<file path="src/rtl/int_to_fp_pipe.sv">
// Three-stage pipelined integer to floating-point converter with valid/ready handshake.
// Optional feature macro: INT_TO_FP_RND_MODES_EN (all four rounding modes; otherwise RNE only).
module int_to_fp_pipe #(
  parameter int INTn = 32,
  parameter int NEXP = 8,
  parameter int NSIG = 7
) (
  input  logic                 clk,
  input  logic                 rst,
  input  logic                 in_valid,
  output logic                 in_ready,
  input  logic [INTn-1:0]      in_data,
  input  logic                 in_signed,
  input  logic [1:0]           rnd_mode,
  output logic                 out_valid,
  input  logic                 out_ready,
  output logic [NEXP+NSIG:0]   out_data,
  output logic [4:0]           out_flags
);

  localparam int LZW = $clog2(INTn);
  localparam int EW  = NEXP + LZW + 2;
  localparam int W   = NEXP + NSIG + 1;
  localparam logic [EW-1:0] BIAS_C    = EW'((1 << (NEXP - 1)) - 1);
  localparam logic [EW-1:0] EXP_INF_C = EW'((1 << NEXP) - 1);

  logic            r_v1, r_v2, r_v3;
  logic            r_sign1, r_sign2;
  logic [INTn-1:0] r_mag1;
  logic [INTn-2:0] r_frac2;
  logic [EW-1:0]   r_exp2;
  logic            r_zero2;
  logic [W-1:0]    r_data3;
  logic [4:0]      r_flags3;

  logic w_adv1, w_adv2, w_adv3, w_in_ready, w_acc;
  logic w_neg;
  logic [INTn-1:0] w_mag;
  logic [1:0] w_mode;

  // Handshake chain: a stage moves when its successor is empty or moving too.
  assign w_adv3     = r_v3 & out_ready;
  assign w_adv2     = r_v2 & (~r_v3 | w_adv3);
  assign w_adv1     = r_v1 & (~r_v2 | w_adv2);
  assign w_in_ready = ~r_v1 | w_adv1;
  assign w_acc      = in_valid & w_in_ready;

  assign w_neg = in_signed & in_data[INTn-1];
  assign w_mag = w_neg ? (-in_data) : in_data;

`ifdef INT_TO_FP_RND_MODES_EN
  logic [1:0] r_mode1, r_mode2;

  always_ff @(posedge clk) begin
    if (rst) begin
      r_mode1 <= 2'd0;
      r_mode2 <= 2'd0;
    end else begin
      if (w_acc) r_mode1 <= rnd_mode;
      if (r_v1 && (!r_v2 || w_adv2)) r_mode2 <= r_mode1;
    end
  end

  assign w_mode = r_mode2;
`else
  logic w_unused_mode;
  assign w_unused_mode = |rnd_mode;
  assign w_mode = 2'd0;
`endif

  always_ff @(posedge clk) begin
    if (rst) begin
      r_v1    <= 1'b0;
      r_sign1 <= 1'b0;
      r_mag1  <= '0;
    end else if (w_in_ready) begin
      r_v1 <= in_valid;
      if (in_valid) begin
        r_sign1 <= w_neg;
        r_mag1  <= w_mag;
      end
    end
  end

  // Log2 shift tree: each level tests the top 2^g bits and shifts them out when clear.
  logic [INTn-1:0] w_sh [0:LZW];
  logic [LZW-1:0]  w_lzc;
  assign w_sh[LZW] = r_mag1;

  for (genvar g = 0; g < LZW; g++) begin : gen_lzc
    localparam int SH = 1 << g;
    assign w_lzc[g] = (w_sh[g+1][INTn-1 -: SH] == '0);
    assign w_sh[g]  = w_lzc[g] ? (w_sh[g+1] << SH) : w_sh[g+1];
  end

  always_ff @(posedge clk) begin
    if (rst) begin
      r_v2    <= 1'b0;
      r_sign2 <= 1'b0;
      r_frac2 <= '0;
      r_exp2  <= '0;
      r_zero2 <= 1'b1;
    end else if (!r_v2 || w_adv2) begin
      r_v2 <= r_v1;
      if (r_v1) begin
        r_sign2 <= r_sign1;
        r_frac2 <= w_sh[0][INTn-2:0];
        r_exp2  <= EW'(INTn - 1) - EW'(w_lzc);
        r_zero2 <= (r_mag1 == '0);
      end
    end
  end

  logic [NSIG-1:0] w_frac;
  logic            w_guard, w_sticky, w_inexact, w_rup, w_ovf, w_to_inf;
  logic [NSIG:0]   w_frac_rnd;
  logic [EW-1:0]   w_exp_b;
  logic [W-1:0]    w_data;
  logic [4:0]      w_flags;

  assign w_frac     = r_frac2[INTn-2 -: NSIG];
  assign w_guard    = r_frac2[INTn-2-NSIG];
  assign w_sticky   = |r_frac2[INTn-3-NSIG:0];
  assign w_inexact  = w_guard | w_sticky;
  assign w_frac_rnd = {1'b0, w_frac} + {{NSIG{1'b0}}, w_rup};
  assign w_exp_b    = r_exp2 + BIAS_C + {{(EW-1){1'b0}}, w_frac_rnd[NSIG]};
  assign w_ovf      = (w_exp_b >= EXP_INF_C);

  // Round-up decision and overflow saturation direction for the selected mode.
  always_comb begin
    w_rup    = 1'b0;
    w_to_inf = 1'b1;
    case (w_mode)
      2'd0: begin
        w_rup    = w_guard & (w_sticky | w_frac[0]);
        w_to_inf = 1'b1;
      end
      2'd1: begin
        w_rup    = 1'b0;
        w_to_inf = 1'b0;
      end
      2'd2: begin
        w_rup    = r_sign2 & w_inexact;
        w_to_inf = r_sign2;
      end
      2'd3: begin
        w_rup    = ~r_sign2 & w_inexact;
        w_to_inf = ~r_sign2;
      end
      default: begin
        w_rup    = 1'b0;
        w_to_inf = 1'b1;
      end
    endcase
  end

  // Pack: zero bypass, overflow saturation, or normal result.
  always_comb begin
    w_data  = '0;
    w_flags = 5'd0;
    if (r_zero2) begin
      w_data  = '0;
      w_flags = 5'd0;
    end else if (w_ovf) begin
      w_flags = 5'b10100;
      if (w_to_inf) begin
        w_data = {r_sign2, {NEXP{1'b1}}, {NSIG{1'b0}}};
      end else begin
        w_data = {r_sign2, {(NEXP-1){1'b1}}, 1'b0, {NSIG{1'b1}}};
      end
    end else begin
      w_data  = {r_sign2, w_exp_b[NEXP-1:0], w_frac_rnd[NSIG-1:0]};
      w_flags = {w_inexact, 4'b0000};
    end
  end

  always_ff @(posedge clk) begin
    if (rst) begin
      r_v3     <= 1'b0;
      r_data3  <= '0;
      r_flags3 <= 5'd0;
    end else if (!r_v3 || w_adv3) begin
      r_v3 <= r_v2;
      if (r_v2) begin
        r_data3  <= w_data;
        r_flags3 <= w_flags;
      end
    end
  end

  assign in_ready  = w_in_ready;
  assign out_valid = r_v3;
  assign out_data  = r_data3;
  assign out_flags = r_flags3;

endmodule

</file>
<file path="config.mk">
export PLATFORM = sky130hd
export DESIGN_NAME = int_to_fp_pipe
export DESIGN_NICKNAME = d
export VERILOG_FILES = /design/src/rtl/int_to_fp_pipe.sv
export SDC_FILE = /design/constraint.sdc
export NUM_CORES = 1
export LEC_CHECK = 0
export ABC_AREA = 1
export CORE_ASPECT_RATIO = 1.25
export CORE_MARGIN = 5
export CORE_UTILIZATION = 25
export DETAILED_ROUTE_END_ITERATION = 7
export PLACE_DENSITY_LB_ADDON = 0.3
export SETUP_SLACK_MARGIN = 0.1
export SLEW_MARGIN = 20
export SYNTH_ARGS = -nofsm -noshare
export SYNTH_HDL_FRONTEND = slang
export SYNTH_SLANG_ARGS = --single-unit
</file>
<file path="constraint.sdc">
create_clock -name clk -period 3 [get_ports clk]
set_input_delay 0.45 -clock clk [delete_from_list [all_inputs] [get_ports clk]]
set_output_delay 0.45 -clock clk [all_outputs]
set_load 0.02 [all_outputs]
</file>
== After elaboration in Yosys (flattened, before gate mapping) ==
Index checks and enable logic that the tools add are counted.

* Bits in registers: 105
* Latch bits: 0
* Bits in writable memories: 0
* ROM bits: 0
* Input port bits: 39
* Output and inout bits: 23
* Memories: 0

* Add/sub/neg operators: 5
* $mul: 0
* Div/mod/pow operators: 0
* Magnitude comparators: 1
* Equal/unequal tests: 0
* Shifts and indexed selects: 0
* Mux-type cells: 10
* Bitwise operators: 14
* Reductions and logical operators: 13

{| class="wikitable"
|+ Operator list
! cell !! count
|-
| $mux 32 || 5
|-
| $logic_not 32->1 || 1
|-
| $neg 32->32 || 1
|-
| $mux 31 || 1
|-
| $reduce_or 23->1 || 1
|-
| $logic_not 16->1 || 1
|-
| $mux 16 || 1
|-
| $add 15x1->15 || 1
|-
| $add 15x7->15 const B || 1
|-
| $ge 15x8->1 const B || 1
|-
| $mux 15 || 1
|-
| $mux 5 || 2
|-
| $add 7x1->8 || 1
|-
| $logic_not 8->1 || 1
|-
| $reduce_and 2->1 || 3
|-
| $sub 5x5->6 const A || 1
|-
| $and 1x1->1 || 5
|-
| $or 1x1->1 || 5
|-
| $logic_not 4->1 || 1
|-
| $not 1->1 || 4
|-
| $logic_not 1->1 || 2
|-
| $logic_not 2->1 || 1
|-
| $logic_or 1x1->1 || 2
|}

== Longest topological paths before layout ==
Gate-level depths: netlist (run 1).

* Depth in word-level cells: 10
* Gate-level depth with buffers: 24

== Worst setup path after synthesis (run 1) ==
Ideal clock, no wire load.

* Path type: flip-flop to flip-flop
* From: register r_mag1[21]
* To: register r_frac2[29]
* Arrival: 2247 ps
* Required time: 2890 ps
* Setup slack: 643 ps
* Stages on the path, launching flop included: 24
* Path buffers: 3
* Clock period less this slack: 2357 ps
* Path through: dfxtp_1 nor2_2 nand2_2 nor2_4 nand2_4 buf_6 nand2_1 nand2_1 nand2_1 nor2_2 nand3_1 nand2_1 nor2_2 nand2_2 buf_4 buf_4 nand2_1 nand2_1 nand2_1 nand2_1 nand2_1 nand3_1 nand2_1 inv_1

* Cells in the longest elaborated chain, start to end: 9

{| class="wikitable"
|+ RTL lines
! element !! line !! source
|-
| start: declaration || 29 || <nowiki>logic [INTn-1:0] r_mag1;</nowiki>
|-
| start signal: assignment || 80 || <nowiki>r_mag1 <= w_mag;</nowiki>
|-
| $logic_not 16->1 || 92 || <nowiki>assign w_lzc[g] = (w_sh[g+1][INTn-1 -: SH] == '0);</nowiki>
|-
| $mux 32 * || 93 || <nowiki>assign w_sh[g] = w_lzc[g] ? (w_sh[g+1] << SH) : w_sh[g+1];</nowiki>
|-
| $logic_not 8->1 || 92 ||
|-
| $mux 32 * || 93 ||
|-
| $logic_not 4->1 || 92 ||
|-
| $mux 32 * || 93 ||
|-
| $logic_not 2->1 || 92 ||
|-
| $mux 32 * || 93 ||
|-
| $mux 31 * || 93 ||
|-
| end signal: assignment || 107 || <nowiki>r_frac2 <= w_sh[0][INTn-2:0];</nowiki>
|-
| end: declaration || 30 || <nowiki>logic [INTn-2:0] r_frac2;</nowiki>
|}

Every way passes the cells marked *; elsewhere a longest branch is shown, timed or not.
A chain may end at the register's enable or synchronous reset.

== Worst setup path in the final report (run 1) ==
* From: register r_mag1[18]
* To: register r_frac2[28]

The elaborated chain is that of the path after synthesis.

==> flow_summary.toml, run 1 <==
[outcome]
status = "complete, no violations"

[timing]
fin_crit_sh_pct = 86.58
rsz0062_at_grt = "true"
fmax_mhz = 385.0
setup_tns_ns = 0
skew_ns = 0.01061
slew_violations = 0
worstMarginPinSlew_ns = 0.5819
relSlewSlack_pct = 61.21
period_minus_slack_ns = 2.597
fin_ws_ns = 0.4026
hold_violations = 0
setup_violations = 0

[worst_setup_path]
r2r_start = "r_mag1[18]$_SDFFE_PP0P_"
arrival_ns = 2.89
r2r.worst_path.cells = 20
required_ns = 3.29
reg2reg_setup_slack_ns = 0.40
r2r-end = "r_frac2[28]$_SDFFE_PP0P_"
path_max_fanout = 14
critPathKind = "reg2reg"
crit_path_end_kind = "flip-flop"
start_kind = "flip-flop"

[synthesis]
synth_flop_cell = "dfxtp_1"
synthDistinctLibCells = 48
synth_top_cell_by_area = "dfxtp_1"
yosysWarnings = 0
synth_edf_count = 0
synthArstFlopShare_pct = 0
synth.most_common_cell = "nand2_1"
ys_ff_latch = 92
synth_top_cell_area_share_pct = 30.30
syn_area_mm2 = 0.006078
syn_inst = 997
seq_area_frac_synth_pct = 30.30
avgSynthCellArea_um2 = 6.097
synth_area_leaders = "dfxtp_1, nand2_1, inv_1"
synth_common_cells = "nand2_1, inv_1, dfxtp_1, nor2_1, nand3_1"

[floorplanning]
die_area_mm2 = 0.02755
die_x_um = 149.5
core_area_mm2 = 0.02388
num_io_pins = 62
floorplan.rows = 63
start_util_pct = 25.45
chipHeight_um = 184.3

[placed_design]
place_area_mm2 = 0.007004
io_buffers = 56
hpwlAfterDp_um = 12310
dp_slack_ns = 0.02883
gp_congestion = 0.9613

[hold_path]
min-delay-start = "out_flags[2]$_SDFFE_PP0P_"
hold_path_class = "reg2reg"
hold_path_depth = 2
hold_end = "out_flags[2]$_SDFFE_PP0P_"

[cells_and_area]
fin_util_pct = 31.76
regArea_mm2 = 0.001842
layout-drive-gt1-share_pct = 11.03
multiInputGateArea_mm2 = 0.003672
fillers = 2620
diodes = 0
final_cell_area_mm2 = 0.007585
syn2layout_area_growth_pct = 24.78
nets = 1099

[detailed_routing]
dr_wl_met2_um = 9092
vias = 6116
drt-total-wl_um = 16680
via_per_inst = 4.413
wl_per_cell_um = 12.04
remaining_drc_errors = 0
wl_met1_um = 7008
top_layer_used = "met4"
drt_iter0_drc = 333
wl_met3_um = 359
ant_nets = 0
first_pass_iters = 4

[flow_run]
maxCapViolCount = 0

[global_route]
overflow = 0
grt_pass1_vias = 5644
grt_pass1_wl_um = 27180
grt_max_degree = 55
grtUsageTotal_pct = 11.83
antenna_found_initial = 0

[power]
ir_drop_v = 0.0002784
power_uw = 3717
p_per_area_mw_per_mm2 = 490.0
power_leakage_uw = 0.003554

[clocking]
clk_pin_slew_ns = 0.07
cts-htree-levels = 3
cts-root-buf = "clkbuf_16"
cts_buffers = 9
cts_tree = "built"
cts.sinks = 92
clock_tree.buffer_depth = 2
clk_latency_ns = 0.35
[report_power, final]
part	switching [uW]	internal [uW]
registers	60.9	1300
clock network	504	657
logic	757	436
[metrics by stage]
stage | cells | hold WS (ns)
after floorplan | 999 | 0.4414
after global placement | 1359 | 0.4280
after detailed placement | 1359 | 0.4287
after CTS | 1375 | 0.4411
after global routing | 1386 | 0.4709
final | 1386 | 0.4368
[state kept, by name (all words and copies together), names as in the netlist]
register,flops
r_mag1,32
r_sign1,1
r_frac2,31
r_sign2,1
r_exp2,5
r_v1,1
out_valid,1
r_v2,1
r_zero2,1
out_flags,2
out_data,16
[logic make-up after synthesis]
family | Yosys count | share of synthesized area, %
fa+ha+maj | 4 | 0.8234
buf+inv | 170 | 12.39
simple gates | 564 | 39.42
compound gates | 143 | 13.69
other cells | 1 | 0.06169
xor+xnor | 23 | 3.314
flops | 92 | 30.30
[placed cells by master (no fill, tap or decap), types with 3 or more instances in the layout]
cell type | Yosys | routed
nand2_1 | 361 | 355
inv_1 | 114 | 113
dfxtp_1 | 92 | 92
nor2_1 | 74 | 69
nand3_1 | 64 | 64
clkdlybuf4s50_1 | 0 | 56
a21oi_1 | 53 | 53
o21ai_0 | 52 | 42
buf_4 | 11 | 27
nand2_2 | 20 | 24
xor2_1 | 16 | 16
o21ai_1 | 5 | 12
nor4_1 | 11 | 11
clkbuf_16 | 0 | 10
nor3_1 | 10 | 8
nor2_4 | 3 | 8
nor2_2 | 4 | 8
o221ai_1 | 7 | 7
xnor2_1 | 7 | 7
o31ai_2 | 0 | 6
o211ai_1 | 5 | 5
clkinv_1 | 4 | 4
nand4_1 | 4 | 4
nand2_4 | 3 | 4
ha_1 | 4 | 4
buf_12 | 0 | 4
o21ai_2 | 0 | 3
clkinv_4 | 0 | 3
conb_1 | 1 | 3
[repair_timing]
item,in CTS,in global routing
setup buffers,0,5
hold buffers,0,0
setup endpoints to repair,0,35
gates resized for setup,0,49
[how the worst max path moves through the flow]
| stage | slack [ns] | cells past startpoint | startpoint | endpoint |
|---|---|---|---|---|
| floorplan | 0.64 | 23 | r_mag1[21]$_SDFFE_PP0P_ | r_frac2[29]$_SDFFE_PP0P_ |
| global placement | 0.02 | 15 | in_data[0] | r_mag1[25]$_SDFFE_PP0P_ |
| global route | 0.10 | 18 | r_mag1[16]$_SDFFE_PP0P_ | r_frac2[4]$_SDFFE_PP0P_ |
| finish | 0.40 | 20 | r_mag1[18]$_SDFFE_PP0P_ | r_frac2[28]$_SDFFE_PP0P_ |
| detailed placement | 0.03 | 14 | in_data[2] | r_mag1[26]$_SDFFE_PP0P_ |
| CTS | 0.12 | 20 | r_mag1[16]$_SDFFE_PP0P_ | r_frac2[28]$_SDFFE_PP0P_ |
[cell type report]
type	instances	area share, %
Multi-Input combinational cell	742	48.42
Sequential cell	92	24.28
Timing Repair Buffer	90	11.79
Inverter	121	6.170
Tap cell	325	5.361
Clock buffer	10	3.019
Clock inverter	6	0.9568
[worst max-delay path, cell delays in order, from the launching register on]
cell,delay [ns]
dfxtp_1,0.33
nor2_1,0.13
nand2_2,0.09
nor2_4,0.23
nand3_1,0.11
nand2_1,0.11
nand2_1,0.09
nor2_4,0.15
nand2_4,0.12
o21ai_2,0.15
nand3_1,0.11
nand2_2,0.11
clkinv_4,0.11
nand2_4,0.10
clkbuf_16,0.18
nand2_2,0.05
nand2_1,0.09
nand2_1,0.07
nand3_1,0.08
nand2_1,0.05
inv_1,0.06
[per-layer routing]
layer | vias to the layer above | GRT usage, %
li1 | 3277 | -
met3 | 15 | 1.131
met5 | - | 0
met4 | 0 | 3.516
met1 | 2756 | 13.61
met2 | 68 | 22.88
Note: power is estimated with default switching activity, not from simulation.
==> run 2: changes to the inputs <==
--- a/config.mk
+++ b/config.mk
@@ -10,9 +10,11 @@
 export CORE_MARGIN = 5
 export CORE_UTILIZATION = 25
 export DETAILED_ROUTE_END_ITERATION = 7
+export HOLD_SLACK_MARGIN = 0.12
 export PLACE_DENSITY_LB_ADDON = 0.3
 export SETUP_SLACK_MARGIN = 0.1
 export SLEW_MARGIN = 20
 export SYNTH_ARGS = -nofsm -noshare
 export SYNTH_HDL_FRONTEND = slang
 export SYNTH_SLANG_ARGS = --single-unit
+export TNS_END_PERCENT = 5
==> flow_summary.toml, run 2 (synthesized netlist as in run 1, its figures left out) <==
[outcome]
status = "complete, no violations"

[global_route]
overflow = 0
antenna_found_initial = 0
grtUsageTotal_pct = 11.83
grt_pass1_vias = 5644
grt_pass1_wl_um = 27180
grt_max_degree = 55

[detailed_routing]
via_per_inst = 4.395
vias = 6078
drt-total-wl_um = 16470
wl_per_cell_um = 11.91
drt_iter0_drc = 332
remaining_drc_errors = 0
ant_nets = 0
first_pass_iters = 5

[clocking]
cts-htree-levels = 3
clk_pin_slew_ns = 0.07
hold_buffers = 0
cts_buffers = 9
clock_tree.buffer_depth = 2
cts_tree = "built"
clk_latency_ns = 0.34
cts.sinks = 92
cts-root-buf = "clkbuf_16"

[power]
power.share.clock_pct = 31.7
swShare_pct = 35.43
comb_power_share_pct = 31.2
p_int_uw = 2365
power_leakage_uw = 0.003534
p_per_area_mw_per_mm2 = 489.3
p_switching_uw = 1298
ir_drop_v = 0.0002637
sequentialPowerShare_pct = 37.2

[cells_and_area]
largest_register_ffs = 32
final_cell_mix = "nand2_1, inv_1, dfxtp_1"
layout-drive-gt1-share_pct = 9.830
mostFrequentLayoutCell = "nand2_1"
largest_register = "r_mag1"
nets = 1096
diodes = 0
syn2layout_area_growth_pct = 23.14

[timing]
setup_tns_ns = 0
fmax_mhz = 373.7
relSlewSlack_pct = 62.21
slew_violations = 0
fin_crit_sh_pct = 89.20
skew_ns = 0.01026
hold_violations = 0
worstMarginPinSlew_ns = 0.5668
rsz0062_at_grt = "true"
setup_violations = 0
holdWs_ns = 0.4368
period_minus_slack_ns = 2.676

[placed_design]
gp_congestion = 0.9613
hpwlAfterDp_um = 12310
io_buffers = 56

[worst_setup_path]
required_ns = 3.29
arrival_ns = 2.97
critPathKind = "reg2reg"
crit_path_end_kind = "flip-flop"
worstPathCellList = "nor2_1, nand2_2, nor2_4, nand3_1, nand2_2, nand2_1, nor2_4, nand2_4, buf_4, o31ai_1, nand2_1, nand2_1, nand2_1, nand2_1, nand2_1, nand3_1, nand2_1, inv_1"
start_kind = "flip-flop"
slowest_stage = "o31ai_1"
max_stage_delay_ns = 0.35
path_max_fanout = 22
crit_top_cell = "nand2_1"

[floorplanning]
core_area_mm2 = 0.02388
chipHeight_um = 184.3
num_io_pins = 62
floorplan.rows = 63
die_x_um = 149.5
start_util_pct = 25.45
die_area_mm2 = 0.02755

[flow_run]
maxCapViolCount = 0

[hold_path]
hold_path_class = "reg2reg"
run 2: cell count changes in the layout (fill, tap and decap cells not counted), moves of 2 or more:
cell     before  now
nand2_1     355  360
nand2_2      24   20
nor2_1       69   71
nor2_2        8    6
run 2: critical path, delay by kind of cell, from the launching register on:
kind,cells,cell delay [ns]
flops,1,0.33
compound gates,1,0.35
buf+inv,2,0.29
simple gates,15,1.65
run 2: area by class of cell:
cell class | count | area, um2
clock inverters | 6 | 72.57
multi-input cells | 742 | 3622
flip-flops and latches | 92 | 1842
fillers | 2625 | 16400
repair buffers | 87 | 850.8
inverters | 121 | 461.7
well taps | 325 | 406.6
clock buffers | 10 | 229.0
run 2: per-layer routing:
metal	vias up	GRT usage (%)	wire length, um
li1	3265	-	-
met1	2715	13.61	6880
met2	80	22.88	8903
met3	18	1.131	421
met4	0	3.516	262
met5	-	0	0
run 2: repair_timing:
action,in CTS,in global routing
gates resized for setup,0,33
setup endpoints to repair,0,35
buffers inserted,0,3
run 2: path summary, 6_finish.rpt:
path                             start                        end  slack [ns]  cells after the start
min reg2reg  out_flags[2]$_SDFFE_PP0P_  out_flags[2]$_SDFFE_PP0P_        0.44                      2
min          out_flags[2]$_SDFFE_PP0P_  out_flags[2]$_SDFFE_PP0P_        0.44                      2
max reg2reg    r_mag1[18]$_SDFFE_PP0P_   r_frac2[16]$_SDFFE_PP0P_        0.32                     18
max            r_mag1[18]$_SDFFE_PP0P_   r_frac2[16]$_SDFFE_PP0P_        0.32                     18
run 2: per-stage QoR:
stage	instance area (um2)	util (%)	cells	total power [uW]	setup slack [ns]
2_1_floorplan	6086	-	999	2189	0.6432
3_3_place_gp	7004	29.33	1359	2457	0.01632
3_5_place_dp	7004	29.33	1359	2461	0.02883
4_1_cts	7306	30.59	1375	3631	0.1245
5_1_grt	7485	31.34	1383	3909	0.05219
6_report	7485	31.34	1383	3662	0.3241
run 2: power by group through the flow:
stage | clock (uW) | combinational (uW) | sequential (uW)
2_1_floorplan | 0 | 817 | 1370
3_3_place_gp | 0 | 1070 | 1390
3_5_place_dp | 0 | 1070 | 1390
4_1_cts | 1190 | 1080 | 1360
5_1_grt | 1240 | 1300 | 1370
6_report | 1160 | 1140 | 1360
